--- src/rtl/reg_file_sb.sv ---
`default_nettype none
// ============================================================================
//  Module   : reg_file_sb
//  Purpose  : Two-read / one-write register file with a per-register
//             scoreboard (reserve/write handshake) for operand fetch.
//  Revision : 1.0  initial release
// ============================================================================
module reg_file_sb #(
    parameter int DATA_W  = 16,
    parameter int ADDR_W  = 3,
    parameter bit BYPASS  = 1'b1,
    parameter bit ZERO_R0 = 1'b0
) (
    input  logic                    clk,
    input  logic                    rst_n,
    input  logic                    wr_en,
    input  logic [ADDR_W-1:0]       wr0_addr,
    input  logic [DATA_W-1:0]       wr0_data,
    input  logic [ADDR_W-1:0]       rd0_addr,
    input  logic [ADDR_W-1:0]       rd1_addr,
    output logic [DATA_W-1:0]       rd0_data,
    output logic [DATA_W-1:0]       rd1_data,
    output logic                    rd0_busy,
    output logic                    rd1_busy,
    input  logic                    rsv_en,
    input  logic [ADDR_W-1:0]       rsv_addr,
    output logic                    rsv_ok,
    output logic [(2**ADDR_W)-1:0]  busy_vec
);

    localparam int c_DEPTH = 2**ADDR_W;
    localparam int c_PORTS = 2;

    logic [DATA_W-1:0]          r_mem [c_DEPTH];
    logic [c_DEPTH-1:0]         r_busy;

    logic                       w_wr_take;
    logic                       w_wr_hits_rsv;
    logic                       w_rsv_grant;
    logic                       w_rsv_set;
    logic [c_PORTS*DATA_W-1:0]  w_rd_data_flat;
    logic [c_PORTS-1:0]         w_rd_busy_flat;

    // Writes to a hardwired-zero r0 are dropped before they reach storage.
    assign w_wr_take     = wr_en && !(ZERO_R0 && (wr0_addr == '0));
    assign w_wr_hits_rsv = wr_en && (wr0_addr == rsv_addr);

    // A write retiring the busy register in this cycle frees it for re-reservation.
    assign w_rsv_grant   = rsv_en && (!r_busy[rsv_addr] || w_wr_hits_rsv);
    assign w_rsv_set     = w_rsv_grant && !(ZERO_R0 && (rsv_addr == '0));

    assign rsv_ok        = w_rsv_grant;
    assign busy_vec      = r_busy;

    always_ff @(posedge clk or negedge rst_n) begin
        if (!rst_n) begin
            for (int i = 0; i < c_DEPTH; i++) begin
                r_mem[i] <= '0;
            end
            r_busy <= '0;
        end else begin
            for (int i = 0; i < c_DEPTH; i++) begin
                if (w_wr_take && (wr0_addr == ADDR_W'(i))) begin
                    r_mem[i]  <= wr0_data;
                    r_busy[i] <= 1'b0;
                end
                // New reservation wins over a same-cycle write completion.
                if (w_rsv_set && (rsv_addr == ADDR_W'(i))) begin
                    r_busy[i] <= 1'b1;
                end
            end
        end
    end

    for (genvar p = 0; p < c_PORTS; p++) begin : g_rd
        logic [ADDR_W-1:0] w_addr;
        logic [DATA_W-1:0] w_data;
        logic              w_busy;
        logic              w_fwd;
        logic              w_zero;

        assign w_addr = (p == 0) ? rd0_addr : rd1_addr;
        assign w_fwd  = BYPASS && wr_en && (wr0_addr == w_addr);
        assign w_zero = ZERO_R0 && (w_addr == '0);

        always_comb begin
            w_data = r_mem[w_addr];
            w_busy = r_busy[w_addr];
            if (w_fwd) begin
                w_data = wr0_data;
                w_busy = 1'b0;
            end
            if (w_zero) begin
                w_data = '0;
                w_busy = 1'b0;
            end
        end

        assign w_rd_data_flat[p*DATA_W +: DATA_W] = w_data;
        assign w_rd_busy_flat[p]                  = w_busy;
    end

    assign rd0_data = w_rd_data_flat[0 +: DATA_W];
    assign rd1_data = w_rd_data_flat[DATA_W +: DATA_W];
    assign rd0_busy = w_rd_busy_flat[0];
    assign rd1_busy = w_rd_busy_flat[1];

endmodule
`default_nettype wire

--- config.mk ---
export PLATFORM = sky130hd
export DESIGN_NAME = reg_file_sb
export DESIGN_NICKNAME = d
export VERILOG_FILES = /design/src/rtl/reg_file_sb.sv
export SDC_FILE = /design/constraint.sdc
export NUM_CORES = 1
export LEC_CHECK = 0
export ABC_AREA = 1
export BUFFER_PORTS_ARGS = -buffer_cell sky130_fd_sc_hd__buf_2
export CAP_MARGIN = 15
export CORE_ASPECT_RATIO = 0.8
export CORE_UTILIZATION = 50
export DETAILED_ROUTE_END_ITERATION = 16
export GPL_ROUTABILITY_DRIVEN = 1
export PLACE_DENSITY = 0.69
export SYNTH_ARGS = -nofsm -noshare
export SYNTH_HDL_FRONTEND = slang
export SYNTH_SLANG_ARGS = --single-unit
--- constraint.sdc ---
create_clock -name clk -period 2.45 [get_ports clk]
set_input_delay 0.245 -clock clk [delete_from_list [all_inputs] [get_ports clk]]
set_output_delay 0.245 -clock clk [all_outputs]
set_load 0.05 [all_outputs]
==> run summary <==
Internal: 4.85 mW
Max-cap violation count: 0
Compound-gate portion of the synthesized area: 0.246
Initial antenna violation count: 1
Dominant cells by area after synthesis: dfrtp_1 (43%), nand2_1 (13%), o21ai_0 (12%)
Post-CTS setup buffer count: 0
Post-synthesis sequential area ratio: 0.428
Rows: 40
Core area: 15300 sq um
Syn_nets: 1136
Cell area after layout: 9080 sq um
Slew @ Worst Pin: 615 ps
Nature of the critical path endpoint: output port
Fin nets: 1174
# resized after CTS: 0
Highest Clock Rate: 0.473 GHz
Crit Path Class: primary input to output port
Vias in the first global route: 6968
Antenna Nets Post-Route: 0
1st-iter DRT viols: 779
Leak Pwr: 4.38 nW
Synth area leader: dfrtp_1
Max IR drop VDD: 0.448 mV
Chip width: 143 um
Period minus WS final: 2110 ps
Fin. Hold Viols: 0
Detail Placement HPWL: 15000 um
GRT Residual Overflow: 0
Hold Crit Start: wr0_data[0]
Clock Sinks: 136
Post-Synth XOR/XNOR Area: 0
Avg Cell Area, Syn: 7.20 sq um
# setup viols final: 0
Final Cycle Share: 0.862
Unrepaired setup endpoints after global routing: no
Placed cell count: 1332
Slew headroom: 0.590
Layout area overhead: 14.3%
Global-route usage over all layers: 0.305
Port buffer count: 74
Share of layout cells above drive strength 1: 0.136
Top cells by count, synth: nand2_1 (272), o21ai_0 (196), dfrtp_1 (136)
Final Max Slew Viols: 0
Post-synth EDFFs: 0
Reg-to-Reg End: busy_vec[7]
Critical Path AT: 1870 ps
Min-Delay Path Depth: 3
Cell Pwr Density: 832 nW/um^2
WL per Instance: 17.5 um
Yosys warnings: 0
Via-per-instance ratio: 5.71
Worst-Skew Late Latency: 430 ps
CP Launch Type: primary input
Pre-antenna DRT Iters: 6
RePlAce Congestion: 0.905
Initial Util: 0.521
WL final: 23900 um
Yosys reg bits: 136
CTS Root Buffer Type: clkbuf_16
Place WS: 412 ps
DRC errors left: 0
Switching share of power: 0.358
Largest family of logic cells by synthesized area: compound AO/OA/AOI/OAI gates
Yosys top cell area share: 0.428
Final setup TNS: 0 ps
Outcome: completed
Die height: 115 um
Count of cell types in the netlist: 24
Vias: 7803
WP data required: 2200 ps
First-pass GRT wire length: 37600 um
Register Area: 3400 sq um
Buffers from clock root to sink, at most: 2
Final setup margin: 338 ps
NetSw: 2.71 mW
Register-to-Register Path Depth: 7
Post-synthesis adder-cell area fraction: 0
Max Fanout on Critical Path: 51
Skew final: 1.72 ps
Die area: 16400 sq um
# IOs: 75
CTS tree: yes
Footprint of the multi-input gates: 3800 sq um
CTS Buf Count: 17
Filler Cells Inserted: 1433
Comb power frac: 0.264
Worst min path class: primary input to flop
Seq pwr share: 0.395
Largest net degree at the start of global routing: 79
Most used DFF post-synth: dfrtp_1
Mapped Cells: 1104
Mux cell area share after synthesis: 0
Hold Path Sink: r_mem[0]
Asr flop ratio synth: 1.00
R2r startpoint: busy_vec[0]
Finished Layout Cells: 1366
Clock Pin Slew Worst Setup and Hold Paths: 60 ps
Clock share of power: 0.341
R2R Setup Slk: 1160 ps
Simple logic cell fraction of the synthesized area: 0.231
DP Area: 8480 sq um
Count leader, synth: nand2_1
Post-Syn Area: 7950 sq um
H-tree levels: 4
-- worst max-delay path: stages --
cell and delay, ps:
buf_4 220, buf_4 450, a21oi_1 120, o21ai_0 120, nand3_1 90, nand2_1 100, nand2_1 50, o21ai_0 130
buf_2 330
-- how the worst max path moves through the flow --
stage / startpoint / endpoint / slack [ps]
after CTS: rd0_addr[0] / rd0_data[14] / 400
after global placement: rd0_addr[0] / rd0_data[14] / 420
after floorplan: wr0_addr[1] / rd1_data[10] / 130
final: rd0_addr[0] / rd0_data[14] / 340
after detailed placement: rd0_addr[0] / rd0_data[14] / 410
after global routing: rd0_addr[0] / rd0_data[14] / 230
-- state kept, by name, summed over array words and instances, names as in the netlist --
signal / flops
r_mem: 128
busy_vec: 8
-- stage by stage --
stage / total power, mW / hold slack, ps / util
after floorplan: 4.40 / -50.6 / -
after global placement: 4.94 / 284 / 0.555
after detailed placement: 4.98 / 283 / 0.555
after CTS: 7.57 / 46.1 / 0.595
after global routing: 7.96 / 62.6 / 0.595
final: 7.56 / 51.3 / 0.595
-- power by group through the flow --
stage	clock (mW)	combinational [mW]	sequential, mW
finish	2.58	1.99	2.98
global route	2.72	2.21	3.03
CTS	2.61	1.99	2.97
detailed placement	0	1.98	3.00
global placement	0	1.94	2.99
floorplan	0	1.38	3.03
-- layout by cell type (no fill, tap or decap), drive strengths merged --
master / instances
nor2: 30
o22ai: 2
buf: 104
a21oi: 70
bufinv: 2
o21ai: 223
clkinvlp: 2
nand3b: 1
inv: 96
nand2: 273
dlygate4sd3: 1
dfrtp: 136
nand3: 124
clkbuf: 21
nor3: 1
clkinv: 7
a211oi: 2
o211ai: 60
diode: 1
-- per-layer routing --
metal	global-route usage	wire length, um	vias to the layer above
li1	-	-	3794
met3	0.0716	1940	56
met1	0.424	10800	3630
met4	0.122	577	0
met2	0.459	10500	323
met5	0	0	-
-- kinds of logic after synthesis --
| group | count (synthesis) |
|---|---|
| AO/OA/AOI/OAI | 357 |
| buffers and inverters | 182 |
| flip-flops | 136 |
| AND/OR/NAND/NOR | 429 |
-- timing repair --
item	CTS	global route
hold endpoints to repair	57	0
setup endpoints to repair	0	0
hold buffers	1	0
-- layout make-up --
type | count | area share
antenna | 1 | 0.000275
clock buffer | 21 | 0.0518
clock inverter | 11 | 0.0134
inverter | 96 | 0.0397
multi-input combinational | 786 | 0.418
sequential | 136 | 0.375
tap | 210 | 0.0289
timing repair buffer | 105 | 0.0734
Note: power is estimated with default switching activity, not from simulation.
